--- config.mk ---
export PLATFORM = sky130hd
export DESIGN_NAME = adder_share_ctrl_flat
export DESIGN_NICKNAME = d
export VERILOG_FILES = /design/src/rtl/adder_share_ctrl_pkg.sv /design/src/rtl/adder_share_ctrl_if.sv /design/src/rtl/adder_share_ctrl_seg7_decode.sv /design/src/rtl/adder_share_ctrl.sv /design/src/flat_wrapper.sv
export SDC_FILE = /design/constraint.sdc
export NUM_CORES = 1
export LEC_CHECK = 0
export BUFFER_PORTS_ARGS = -buffer_cell sky130_fd_sc_hd__buf_4
export CORE_MARGIN = 2
export CORE_UTILIZATION = 39
export CTS_BUF_LIST = sky130_fd_sc_hd__clkbuf_4 sky130_fd_sc_hd__clkbuf_8
export CTS_CLUSTER_DIAMETER = 150
export DETAILED_ROUTE_END_ITERATION = 8
export PLACE_DENSITY_LB_ADDON = 0.05
export SYNTH_ARGS = -nofsm -noshare
export SYNTH_HDL_FRONTEND = slang
export SYNTH_SLANG_ARGS = --single-unit
export TNS_END_PERCENT = 20
--- constraint.sdc ---
create_clock -name clk -period 2 [get_ports clk]
set_clock_uncertainty 0.05 [all_clocks]
set_input_delay 0.3 -clock clk [delete_from_list [all_inputs] [get_ports clk]]
set_output_delay 0.3 -clock clk [all_outputs]
set_load 0.02 [all_outputs]
--- src/rtl/adder_share_ctrl_pkg.sv ---
// Shared types and constants for the two-requester shared 4-bit adder.
// Optional macro ADD_SAT_EN: when defined, an adder carry-out saturates the sum to 4'hF.
package adder_share_ctrl_pkg;

    localparam int unsigned OP_W  = 4;
    localparam int unsigned RES_W = OP_W + 1;
    localparam int unsigned SEG_W = 7;

    typedef enum logic [1:0] {
        ST_IDLE = 2'd0,
        ST_CALC = 2'd1,
        ST_DONE = 2'd2
    } state_e;

    typedef struct packed {
        logic [OP_W-1:0] a;
        logic [OP_W-1:0] b;
    } operand_t;

    // Active-low segment patterns, bit0 = a ... bit6 = g, indexed by hex digit
    localparam logic [SEG_W-1:0] SEG_LUT [16] = '{
        7'b1000000, 7'b1111001, 7'b0100100, 7'b0110000,
        7'b0011001, 7'b0010010, 7'b0000010, 7'b1111000,
        7'b0000000, 7'b0010000, 7'b0001000, 7'b0000011,
        7'b1000110, 7'b0100001, 7'b0000110, 7'b0001110
    };

    // {cout, sum} of two operands with carry-in 0; saturates on carry when ADD_SAT_EN is set
    function automatic logic [RES_W-1:0] add_result(input logic [OP_W-1:0] a,
                                                    input logic [OP_W-1:0] b);
        logic [RES_W-1:0] raw;
        raw = RES_W'(a) + RES_W'(b);
`ifdef ADD_SAT_EN
        if (raw[OP_W]) begin
            raw = {1'b1, {OP_W{1'b1}}};
        end
`else
        raw = raw;
`endif
        return raw;
    endfunction

endpackage

--- src/rtl/adder_share_ctrl_if.sv ---
// Request/grant/result bundle between two requesters and the shared adder.
interface adder_share_ctrl_if
    import adder_share_ctrl_pkg::*;
();

    logic              req0;
    logic              req1;
    logic [OP_W-1:0]   a0;
    logic [OP_W-1:0]   b0;
    logic [OP_W-1:0]   a1;
    logic [OP_W-1:0]   b1;
    logic              gnt0;
    logic              gnt1;
    logic              done0;
    logic              done1;
    logic [OP_W-1:0]   sum;
    logic              cout;
    logic [SEG_W-1:0]  seg_out;

    modport master (
        output req0, req1, a0, b0, a1, b1,
        input  gnt0, gnt1, done0, done1, sum, cout, seg_out
    );

    modport slave (
        input  req0, req1, a0, b0, a1, b1,
        output gnt0, gnt1, done0, done1, sum, cout, seg_out
    );

endinterface

--- src/rtl/adder_share_ctrl_seg7_decode.sv ---
// Hex digit to active-low 7-segment pattern (bit0 = a ... bit6 = g), purely combinational.
module seg7_decode
    import adder_share_ctrl_pkg::*;
(
    input  logic [OP_W-1:0]  digit_i,
    output logic [SEG_W-1:0] seg_o
);

    always_comb begin
        seg_o = SEG_LUT[digit_i];
    end

endmodule

--- src/rtl/adder_share_ctrl.sv ---
// Round-robin arbiter sharing one 4-bit adder between two 4-phase requesters.
// Optional macro ADD_SAT_EN (via package add_result): saturate sum to 4'hF on carry-out.
module adder_share_ctrl
    import adder_share_ctrl_pkg::*;
(
    input  logic               clk,
    input  logic               resetn,
    adder_share_ctrl_if.slave  bus
);

    state_e            state_q, state_d;
    logic              winner_q, winner_d;
    logic              last_served_q, last_served_d;
    operand_t          opnd_q, opnd_d;
    logic              gnt0_q, gnt0_d;
    logic              gnt1_q, gnt1_d;
    logic              done0_q, done0_d;
    logic              done1_q, done1_d;
    logic [OP_W-1:0]   sum_q, sum_d;
    logic              cout_q, cout_d;

    logic              any_req_c;
    logic              pick_c;
    logic              win_req_c;
    logic [SEG_W-1:0]  seg_c;

    // On a tie the requester not served last wins; a lone requester always wins
    assign any_req_c = bus.req0 | bus.req1;
    assign pick_c    = (bus.req0 & bus.req1) ? ~last_served_q : bus.req1;
    assign win_req_c = winner_q ? bus.req1 : bus.req0;

    always_ff @(posedge clk or negedge resetn) begin
        if (!resetn) begin
            state_q <= ST_IDLE;
        end else begin
            state_q <= state_d;
        end
    end

    always_comb begin
        state_d = state_q;
        case (state_q)
            ST_IDLE: if (any_req_c)  state_d = ST_CALC;
            ST_CALC:                 state_d = ST_DONE;
            ST_DONE: if (!win_req_c) state_d = ST_IDLE;
            default:                 state_d = ST_IDLE;
        endcase
    end

    always_comb begin
        winner_d      = winner_q;
        last_served_d = last_served_q;
        opnd_d        = opnd_q;
        gnt0_d        = gnt0_q;
        gnt1_d        = gnt1_q;
        done0_d       = done0_q;
        done1_d       = done1_q;
        sum_d         = sum_q;
        cout_d        = cout_q;
        case (state_q)
            ST_IDLE: begin
                if (any_req_c) begin
                    winner_d = pick_c;
                    opnd_d   = pick_c ? '{a: bus.a1, b: bus.b1} : '{a: bus.a0, b: bus.b0};
                    gnt0_d   = ~pick_c;
                    gnt1_d   = pick_c;
                end
            end
            ST_CALC: begin
                {cout_d, sum_d} = add_result(opnd_q.a, opnd_q.b);
                done0_d = ~winner_q;
                done1_d = winner_q;
            end
            ST_DONE: begin
                // Completion is recognised only once the winner releases its request
                if (!win_req_c) begin
                    gnt0_d        = 1'b0;
                    gnt1_d        = 1'b0;
                    done0_d       = 1'b0;
                    done1_d       = 1'b0;
                    last_served_d = winner_q;
                end
            end
            default: begin
                gnt0_d  = 1'b0;
                gnt1_d  = 1'b0;
                done0_d = 1'b0;
                done1_d = 1'b0;
            end
        endcase
    end

    always_ff @(posedge clk or negedge resetn) begin
        if (!resetn) begin
            winner_q      <= 1'b0;
            last_served_q <= 1'b1;
            opnd_q        <= '0;
            gnt0_q        <= 1'b0;
            gnt1_q        <= 1'b0;
            done0_q       <= 1'b0;
            done1_q       <= 1'b0;
            sum_q         <= '0;
            cout_q        <= 1'b0;
        end else begin
            winner_q      <= winner_d;
            last_served_q <= last_served_d;
            opnd_q        <= opnd_d;
            gnt0_q        <= gnt0_d;
            gnt1_q        <= gnt1_d;
            done0_q       <= done0_d;
            done1_q       <= done1_d;
            sum_q         <= sum_d;
            cout_q        <= cout_d;
        end
    end

    seg7_decode u_seg7_decode (
        .digit_i (sum_q),
        .seg_o   (seg_c)
    );

    assign bus.gnt0    = gnt0_q;
    assign bus.gnt1    = gnt1_q;
    assign bus.done0   = done0_q;
    assign bus.done1   = done1_q;
    assign bus.sum     = sum_q;
    assign bus.cout    = cout_q;
    assign bus.seg_out = seg_c;

endmodule

--- src/flat_wrapper.sv ---
// flat-port wrapper written by rule: the top's interface ports become plain ports
module adder_share_ctrl_flat import adder_share_ctrl_pkg::*;
  (clk, resetn, bus_req0, bus_req1, bus_a0, bus_b0, bus_a1, bus_b1, bus_gnt0, bus_gnt1, bus_done0, bus_done1, bus_sum, bus_cout, bus_seg_out);
  adder_share_ctrl_if bus_i ();
  input  logic clk;
  input  logic resetn;
  input wire logic [$bits(bus_i.req0)-1:0] bus_req0;
  input wire logic [$bits(bus_i.req1)-1:0] bus_req1;
  input wire logic [$bits(bus_i.a0)-1:0] bus_a0;
  input wire logic [$bits(bus_i.b0)-1:0] bus_b0;
  input wire logic [$bits(bus_i.a1)-1:0] bus_a1;
  input wire logic [$bits(bus_i.b1)-1:0] bus_b1;
  output wire logic [$bits(bus_i.gnt0)-1:0] bus_gnt0;
  output wire logic [$bits(bus_i.gnt1)-1:0] bus_gnt1;
  output wire logic [$bits(bus_i.done0)-1:0] bus_done0;
  output wire logic [$bits(bus_i.done1)-1:0] bus_done1;
  output wire logic [$bits(bus_i.sum)-1:0] bus_sum;
  output wire logic [$bits(bus_i.cout)-1:0] bus_cout;
  output wire logic [$bits(bus_i.seg_out)-1:0] bus_seg_out;
  assign bus_i.req0 = bus_req0;
  assign bus_i.req1 = bus_req1;
  assign bus_i.a0 = bus_a0;
  assign bus_i.b0 = bus_b0;
  assign bus_i.a1 = bus_a1;
  assign bus_i.b1 = bus_b1;
  assign bus_gnt0 = bus_i.gnt0;
  assign bus_gnt1 = bus_i.gnt1;
  assign bus_done0 = bus_i.done0;
  assign bus_done1 = bus_i.done1;
  assign bus_sum = bus_i.sum;
  assign bus_cout = bus_i.cout;
  assign bus_seg_out = bus_i.seg_out;
  adder_share_ctrl u_core (.clk(clk), .resetn(resetn), .bus(bus_i));
endmodule
==> flow_summary.toml, run 1 <==
[critical_path]
worstPathArrival_ns = 1.60
startpoint_type = "register"
path_max_fanout = 5
end_kind = "primary output"
crit_type = "register to primary output"
required_ns = 1.65

[cells_and_area]
nFillCells = 347
seqCellArea_sq_um = 531
final_common_cell = "buf_4"
multi_input_area_sq_um = 821
areaGrowthSynthToFinish_pct = 25.9
layout_common_cells = "38 x buf_4, 17 x dfrtp_1, 13 x o21ai_0"
diodes = 0
fin_util_pct = 52.5
nNetsFinal = 208
drive_above_1_share_pct = 38.9

[cts]
numCtsBuffers = 3
clk_latency_ns = 0.31
cts_root_buffer = "clkbuf_4"
cts_tree = "yes"
cts.sinks = 21
clock_path_buffers = 2
path_clk_slew_ns = 0.13
h-tree-depth = 1

[floorplanning]
num_rows = 21
die_area_sq_um = 4150
initial_core_util_pct = 41.7
die_x_microns = 64.4
fp.coreArea_sq_um = 3420
die_h_microns = 64.4
io-pin-count = 36

[yosys]
ys_types = 33
synthXorXnorAreaFrac_pct = 0
ys_seq_area_share_pct = 37.0
synth_compound_area_share_pct = 12.8
synth_fp_nets = 169
synthMuxAreaShare_pct = 22.1
synth.avg_cell_area_sq_um = 10.4
postSynthCellCount = 137
syn_area_sq_um = 1420
synth_top_family_by_area = "multiplexers"
yosysWarnings = 0
ys_seq_elements = 21
synth_fa_ha_area_share_pct = 11.1
yosys.area_share.simple_pct = 11.4

[sta]
slew_violations = 0
rsz0062_at_grt = "true"
fin_ws_ns = 0.0521
clock.fmax_mhz = 513
relSlewSlack_pct = 69.5
setup_viol = 0
hold_violations = 0
worst_slew_pin_slew_ns = 0.458
finalCritPeriodShare_pct = 97.4
min_period_ns = 1.95
final.setup.tns_ns = 0

[pwr]
ir_drop_mv = 0.579
power_density_nw_per_um2 = 1670
finalPower_mw = 3.00
p_leak_nw = 0.879

[grt]
grt_pass1_vias = 1114
grt_max_degree = 22
grt_pass1_wl_microns = 4740
track_usage_pct = 14.0
grt_antenna_before_repair = 0
overflow = 0

[job]
drv_cap = 0

[route]
dr.pass1.iters = 4
post_drt_wl_per_cell_microns = 11.9
num_vias = 1118
drt_iter0_drc = 22
postRouteWirelength_microns = 2620
post-route-drc-count = 0
vias_per_cell = 5.06
ant_nets = 0

[placed_design]
place_congestion = 0.733
io_buffer_count = 35
post-dp-hpwl_microns = 2020
preCtsSetupSlack_ns = 0.191

[min_path]
hold_path.class = "input pin to register"

[status]
status = "complete, no violations"
[worst max-delay path, stage by stage (launching register included)]
cell,delay [ns]
dfrtp_2,0.43
inv_2,0.07
ha_1,0.20
mux2_2,0.26
a22o_1,0.18
buf_4,0.15
[metrics by stage]
| stage | cells | instance area [sq um] | hold WS, ns |
|---|---|---|---|
| 2_1_floorplan | 137 | 1420 | -0.0456 |
| 3_3_place_gp | 213 | 1720 | 0.148 |
| 3_5_place_dp | 213 | 1720 | 0.150 |
| 4_1_cts | 221 | 1780 | 0.211 |
| 5_1_grt | 221 | 1790 | 0.225 |
| 6_report | 221 | 1790 | 0.219 |
[layout make-up]
cell class / count / area share [%]
repair buffers: 40 / 17.1
clock inverters: 1 / 0.419
multi-input cells: 98 / 45.8
inverters: 12 / 2.65
well taps: 46 / 3.21
clock buffers: 3 / 1.26
flip-flops and latches: 21 / 29.6
[final timing paths]
path	depth (start not counted)	startpoint	to	slack [ns]
setup / recovery	5	u_core.bus.sum[0]$_DFFE_PN0N_	bus_seg_out[6]	0.05
hold / removal	3	bus_req0	u_core.last_served_q$_DFFE_PN1P_	0.22
setup reg to reg	3	u_core.last_served_q$_DFFE_PN1P_	u_core.opnd_q[0]$_DFFE_PN0P_	0.26
hold reg to reg	2	u_core.last_served_q$_DFFE_PN1P_	u_core.last_served_q$_DFFE_PN1P_	0.47
max in group asynchronous	2	resetn	u_core.last_served_q$_DFFE_PN1P_	1.29
min in group asynchronous	2	resetn	u_core.opnd_q[3]$_DFFE_PN0P_	0.34
[sequential cells by signal, summed over array words and instances (netlist names)]
signal	flops
u_core.bus.gnt1	1
u_core.last_served_q	1
u_core.bus.done0	1
u_core.bus.cout	1
u_core.state_q	2
u_core.opnd_q	8
u_core.winner_q	1
u_core.bus.done1	1
u_core.bus.gnt0	1
u_core.bus.sum	4
[synthesized netlist by cell type, drive strengths merged]
cell	instances	area, sq um
a21bo	1	10.0
a21boi	2	15.0
a21o	1	7.51
a21oi	3	15.0
a221oi	1	8.76
a22o	1	8.76
a32o	1	10.0
buf	3	21.3
clkbuf	3	12.5
dfrtp	20	500
dfstp	1	26.3
fa	1	20.0
ha	11	138
inv	12	45.0
mux2	16	225
mux2i	9	90.1
nand2	10	37.5
nand2b	4	25.0
nand3	1	5.00
nor2	8	30.0
nor2b	4	25.0
nor3b	1	7.51
nor4bb	2	20.0
o211ai	2	15.0
o21ai	15	75.1
o221ai	1	8.76
o32ai	1	8.76
or2	1	6.26
or3	1	6.26
[per-layer routing]
metal  vias up  global-route usage (%)  share of wire, %
met5         -                       0                 0
met4         0                    2.39              0.27
met3         2                    2.78               4.3
met2        23                    25.4                48
met1       543                    17.5                48
li1        550                       -                 -
[timing repair]
item	in CTS	in global routing
resized for setup	4	6
setup endpoints to repair	4	6
endpoints found under the hold margin	20	0
hold buffers	1	0
buffers inserted	3	0
[report_power, final]
part           internal [mW]  switching (mW)  leakage, nW
sequential             0.650           0.256        0.248
clock                 0.0763           0.135       0.0139
combinational          0.953           0.930        0.617
[logic make-up (layout without fill, tap and decap cells)]
group,Yosys count,in the layout
flip-flops,21,21
AND/OR/NAND/NOR,32,32
multiplexers,25,25
buffers and inverters,18,56
AO/OA/AOI/OAI,29,29
adder cells (fa/ha/maj),12,12
Note: power is estimated with default switching activity, not from simulation.
==> run 2: changes to the inputs <==
==> constraint.sdc (replaced) <==
create_clock -name clk -period 1.9 [get_ports clk]
set_clock_uncertainty 0.05 [all_clocks]
set_input_delay 0.285 -clock clk [delete_from_list [all_inputs] [get_ports clk]]
set_output_delay 0.285 -clock clk [all_outputs]
set_load 0.02 [all_outputs]
==> flow_summary.toml, run 2 (synthesis results as in run 1) <==
[job]
drv_cap = 0

[critical_path]
cpMaxStageDelayCell = "dfrtp_2"
r2r_slack_ns = 0.16
crit_type = "register to primary output"
max_stage_delay_ns = 0.49
crit_family = "flip-flops"
startpoint_type = "register"
reg2reg_from = "u_core.last_served_q$_DFFE_PN1P_"
end_kind = "primary output"
path_max_fanout = 5
r2r-end = "u_core.opnd_q[4]$_DFFE_PN0P_"
path_cells = "inv_4 > ha_4 > nand2b_4 > o21ai_1 > a32o_1 > buf_6"
path_buf_inv = 2
required_ns = 1.56
worstPathArrival_ns = 1.60
r2r_cells = 3

[floorplanning]
die_h_microns = 64.4
io-pin-count = 36
num_rows = 21
die_x_microns = 64.4
die_area_sq_um = 4150
initial_core_util_pct = 41.7
fp.coreArea_sq_um = 3420

[min_path]
worstHoldEndpoint = "u_core.last_served_q$_DFFE_PN1P_"
hold-path-cell-count = 3
hold_path.class = "input pin to register"
worstHoldStart = "bus_req0"

[route]
dr.pass1.iters = 3
drt_iter0_drc = 22
post-route-drc-count = 0
postRouteWirelength_microns = 2730
vias_per_cell = 5.02
ant_nets = 0
post_drt_wl_per_cell_microns = 12.3
num_vias = 1119

[cells_and_area]
largest_reg_flops = 8
diodes = 0
nNetsFinal = 210
fin_util_pct = 55.2
final_cells = 223
nFillCells = 323
final_common_cell = "buf_4"
drive_above_1_share_pct = 42.9
layout_common_cells = "36 x buf_4, 17 x dfrtp_1, 12 x mux2_4"
regMostFlops = "u_core.opnd_q"
areaGrowthSynthToFinish_pct = 32.4

[pwr]
swShare_pct = 43.9
power_frac_seq_pct = 28.6
power_density_nw_per_um2 = 1790
ir_drop_mv = 0.580
pwr-share-comb_pct = 64.8
power.switching_mw = 1.48
finalPower_mw = 3.37
p_leak_nw = 0.899
pwr-share-clk_pct = 6.6
p_int_mw = 1.89

[cts]
cts.sinks = 21
numCtsBuffers = 3
path_clk_slew_ns = 0.13
cts_root_buffer = "clkbuf_4"
cts_tree = "yes"
clk_latency_ns = 0.31
h-tree-depth = 1
clock_path_buffers = 2

[placed_design]
post-dp-hpwl_microns = 2040
preCtsSetupSlack_ns = 0.0734
dpl.cell_count = 213
place_congestion = 0.734
io_buffer_count = 35

[grt]
track_usage_pct = 14.1
grt_max_degree = 22
grt_pass1_wl_microns = 4730
grt_antenna_before_repair = 0
overflow = 0
grt_pass1_vias = 1112

[sta]
setup_viol = 2
relSlewSlack_pct = 69.1
fin_ws_ns = -0.0343
clock.fmax_mhz = 517
worst_slew_pin_slew_ns = 0.464
finalCritPeriodShare_pct = 102
rsz0062_at_grt = "true"
slew_violations = 0
min_period_ns = 1.93
holdWs_ns = 0.197
hold_violations = 0

[status]
violations = "negative setup slack"
status = "finished, violations left"
-- run 2: cell types whose count changed in the layout (fill, tap and decap cells not counted), moves of 2 or more --
cell / before / now
o21ai_0: 13 / 11
buf_6: 1 / 5
ha_1: 10 / 6
buf_4: 38 / 36
o21ai_1: 2 / 4
ha_4: 0 / 4
-- run 2: worst max-delay path by stage --
stage / endpoint / cells past startpoint / from / slack (ns)
6_report: bus_seg_out[1] / 6 / u_core.bus.sum[0]$_DFFE_PN0N_ / -0.03
5_1_grt: bus_seg_out[1] / 6 / u_core.bus.sum[0]$_DFFE_PN0N_ / -0.12
4_1_cts: bus_seg_out[0] / 5 / u_core.bus.sum[0]$_DFFE_PN0N_ / -0.04
3_5_place_dp: bus_seg_out[1] / 6 / u_core.bus.sum[0]$_DFFE_PN0N_ / 0.07
3_3_place_gp: bus_seg_out[0] / 6 / u_core.bus.sum[1]$_DFFE_PN0N_ / 0.13
2_1_floorplan: bus_seg_out[0] / 5 / u_core.bus.sum[1]$_DFFE_PN0N_ / 0.12
-- run 2: repair_timing --
item | CTS | global route
endpoints found under the hold margin | 20 | 0
setup buffers | 5 | 0
hold buffers | 1 | 0
setup endpoints to repair | 6 | 6
gates resized for setup | 13 | 13
pin swaps | 0 | 2
-- run 2: layout make-up --
type                    count  area [sq um]  area share [%]
multi-input cells          98           881            46.7
clock buffers               3          22.5            1.19
well taps                  46          57.6            3.05
repair buffers             42           337            17.9
clock inverters             1          7.51           0.398
flip-flops and latches     21           531            28.1
inverters                  12          50.0            2.65
-- run 2: power groups by stage --
stage | Combinational [mW] | Sequential (mW) | Clock, mW
finish | 2.18 | 0.965 | 0.222
global route | 2.41 | 1.03 | 0.263
CTS | 2.07 | 0.962 | 0.233
detailed placement | 1.91 | 0.972 | 0
global placement | 1.88 | 0.954 | 0
floorplan | 1.31 | 0.954 | 0
-- run 2: stage by stage --
step	setup TNS [ns]	cell area [sq um]
2_1_floorplan	0	1420
3_3_place_gp	0	1720
3_5_place_dp	0	1720
4_1_cts	-0.0873	1830
5_1_grt	-0.414	1890
6_report	-0.0633	1890
-- run 2: layer usage --
layer	GRT usage [%]	wire length, microns	vias to the layer above
met5	0	0	-
li1	-	-	558
met1	18.3	1220	524
met2	24.9	1340	29
met4	2.39	46	0
met3	2.60	120	8
-- run 2: tightest hold or removal path, delay by kind of cell --
kind	cells	cell delay [ns]
AOI/OAI and AO/OA	1	0.08
and+or+nand+nor	1	0.06
buffers and inverters	1	0.11
==> run 3: changes to the inputs <==
--- a/config.mk
+++ b/config.mk
@@ -7,7 +7,7 @@
 export LEC_CHECK = 0
 export BUFFER_PORTS_ARGS = -buffer_cell sky130_fd_sc_hd__buf_4
 export CORE_MARGIN = 2
-export CORE_UTILIZATION = 39
+export CORE_UTILIZATION = 35
 export CTS_BUF_LIST = sky130_fd_sc_hd__clkbuf_4 sky130_fd_sc_hd__clkbuf_8
 export CTS_CLUSTER_DIAMETER = 150
 export DETAILED_ROUTE_END_ITERATION = 8
==> constraint.sdc (replaced) <==
create_clock -name clk -period 2.1 [get_ports clk]
set_clock_uncertainty 0.05 [all_clocks]
set_input_delay 0.315 -clock clk [delete_from_list [all_inputs] [get_ports clk]]
set_output_delay 0.315 -clock clk [all_outputs]
set_load 0.02 [all_outputs]
==> flow_summary.toml, run 3 (synthesis results as in run 1) <==
[floorplanning]
die_x_microns = 67.8
die_h_microns = 67.8
initial_core_util_pct = 35.9
die_area_sq_um = 4590
io-pin-count = 36
num_rows = 23
fp.coreArea_sq_um = 3970

[placed_design]
io_buffer_count = 35
place_congestion = 0.748
post-dp-hpwl_microns = 2150

[cts]
clock_path_buffers = 2
cts.sinks = 21
clk_latency_ns = 0.26
cts_root_buffer = "clkbuf_8"
cts_tree = "yes"
numCtsBuffers = 3
h-tree-depth = 1
path_clk_slew_ns = 0.08

[cells_and_area]
multi_input_area_sq_um = 818
nFillCells = 381
layout_common_cells = "37 x buf_4, 18 x dfrtp_1, 15 x o21ai_0"
nNetsFinal = 206
seqCellArea_sq_um = 529
drive_above_1_share_pct = 37.0
largest_reg_flops = 8
areaGrowthSynthToFinish_pct = 25.8
final_common_cell = "buf_4"
regMostFlops = "u_core.opnd_q"
diodes = 0

[grt]
grt_max_degree = 22
track_usage_pct = 13.1
overflow = 0
grt_pass1_vias = 942
grt_antenna_before_repair = 0
grt_pass1_wl_microns = 4550

[critical_path]
path_buf_inv = 2
worstPathArrival_ns = 1.70
crit_type = "register to primary output"
crit_family = "flip-flops"
crit_top_cell = "buf_4"
path_max_fanout = 8
required_ns = 1.74
path_cells = "buf_4 > ha_1 > mux2_2 > a22o_1 > buf_4"
cpMaxStageDelayCell = "dfrtp_2"
end_kind = "primary output"
startpoint_type = "register"
max_stage_delay_ns = 0.46

[sta]
worst_slew_pin_slew_ns = 0.501
clock.fmax_mhz = 485
rsz0062_at_grt = "false"
min_period_ns = 2.06
finalCritPeriodShare_pct = 98.1
hold_violations = 0
slew_violations = 0
setup_viol = 0
final.setup.tns_ns = 0
relSlewSlack_pct = 66.6

[pwr]
power_density_nw_per_um2 = 1610
p_leak_nw = 0.882
ir_drop_mv = 0.658
finalPower_mw = 2.89

[min_path]
hold_path.class = "input pin to register"

[route]
post-route-drc-count = 0
post_drt_wl_per_cell_microns = 12.9
dr_wl_met3_microns = 123
drt_iter0_drc = 25
vias_per_cell = 4.88
num_vias = 1089
wl_met2_microns = 1380
postRouteWirelength_microns = 2880
wl_met1_microns = 1360
ant_nets = 0
highest_layer = "met4"
dr.pass1.iters = 4

[job]
drv_cap = 0

[status]
status = "complete, no violations"
==> run 3: area by class of cell <==
cell class / instances / area share, %
Multi-Input combinational cell: 98 / 45.7
Tap cell: 50 / 3.49
Inverter: 12 / 2.51
Timing Repair Buffer: 38 / 16.1
Sequential cell: 21 / 29.5
Clock buffer: 4 / 2.72
==> run 3: stage by stage <==
stage               hold slack (ns)  util (%)  area (sq um)  cells  setup WS [ns]
floorplan                   -0.0306         -          1420    137          0.291
global placement              0.180      43.4          1720    217          0.304
detailed placement            0.175      43.4          1720    217          0.264
CTS                           0.280      44.9          1780    222        0.00766
global route                  0.320      45.1          1790    223        0.00125
finish                        0.289      45.1          1790    223         0.0396
==> run 3: worst reg2reg max path: cells and delay by family (launching register included) <==
kind | cells | cell delay [ns]
multiplexers | 2 | 0.60
flip-flops | 1 | 0.55
AO/OA/AOI/OAI | 1 | 0.43
==> run 3: path summary, 6_finish.rpt <==
| check | startpoint | cells after the start | end | slack, ns |
|---|---|---|---|---|
| hold / removal | bus_req0 | 3 | u_core.last_served_q$_DFFE_PN1P_ | 0.29 |
| hold reg to reg | u_core.last_served_q$_DFFE_PN1P_ | 2 | u_core.last_served_q$_DFFE_PN1P_ | 0.46 |
| setup / recovery | u_core.bus.sum[0]$_DFFE_PN0N_ | 5 | bus_seg_out[6] | 0.04 |
| setup reg to reg | u_core.last_served_q$_DFFE_PN1P_ | 3 | u_core.opnd_q[0]$_DFFE_PN0P_ | 0.34 |
| min in group asynchronous | resetn | 2 | u_core.bus.done1$_DFFE_PN0P_ | 0.44 |
| max in group asynchronous | resetn | 2 | u_core.last_served_q$_DFFE_PN1P_ | 1.29 |
==> run 3: power breakdown <==
| group | leakage, nW | total [mW] | switching [mW] | internal (mW) |
|---|---|---|---|---|
| logic | 0.607 | 1.74 | 0.875 | 0.866 |
| registers | 0.249 | 0.871 | 0.253 | 0.618 |
| clock network | 0.0262 | 0.279 | 0.131 | 0.148 |
| total | 0.882 | 2.89 | 1.26 | 1.63 |
==> run 3: layer usage <==
| metal | global-route usage (%) | vias to the layer above |
|---|---|---|
| met5 | 0 | - |
| met4 | 2.25 | 0 |
| met3 | 3.67 | 4 |
| met2 | 21.0 | 21 |
| met1 | 17.8 | 518 |
| li1 | - | 546 |
==> run 3: timing repair <==
| action | CTS | global route |
|---|---|---|
| endpoints found under the hold margin | 20 | 0 |
| buffers inserted | 0 | 1 |
| endpoints found under the setup margin | 1 | 3 |
| hold buffers | 1 | 0 |
| gates resized for setup | 1 | 3 |
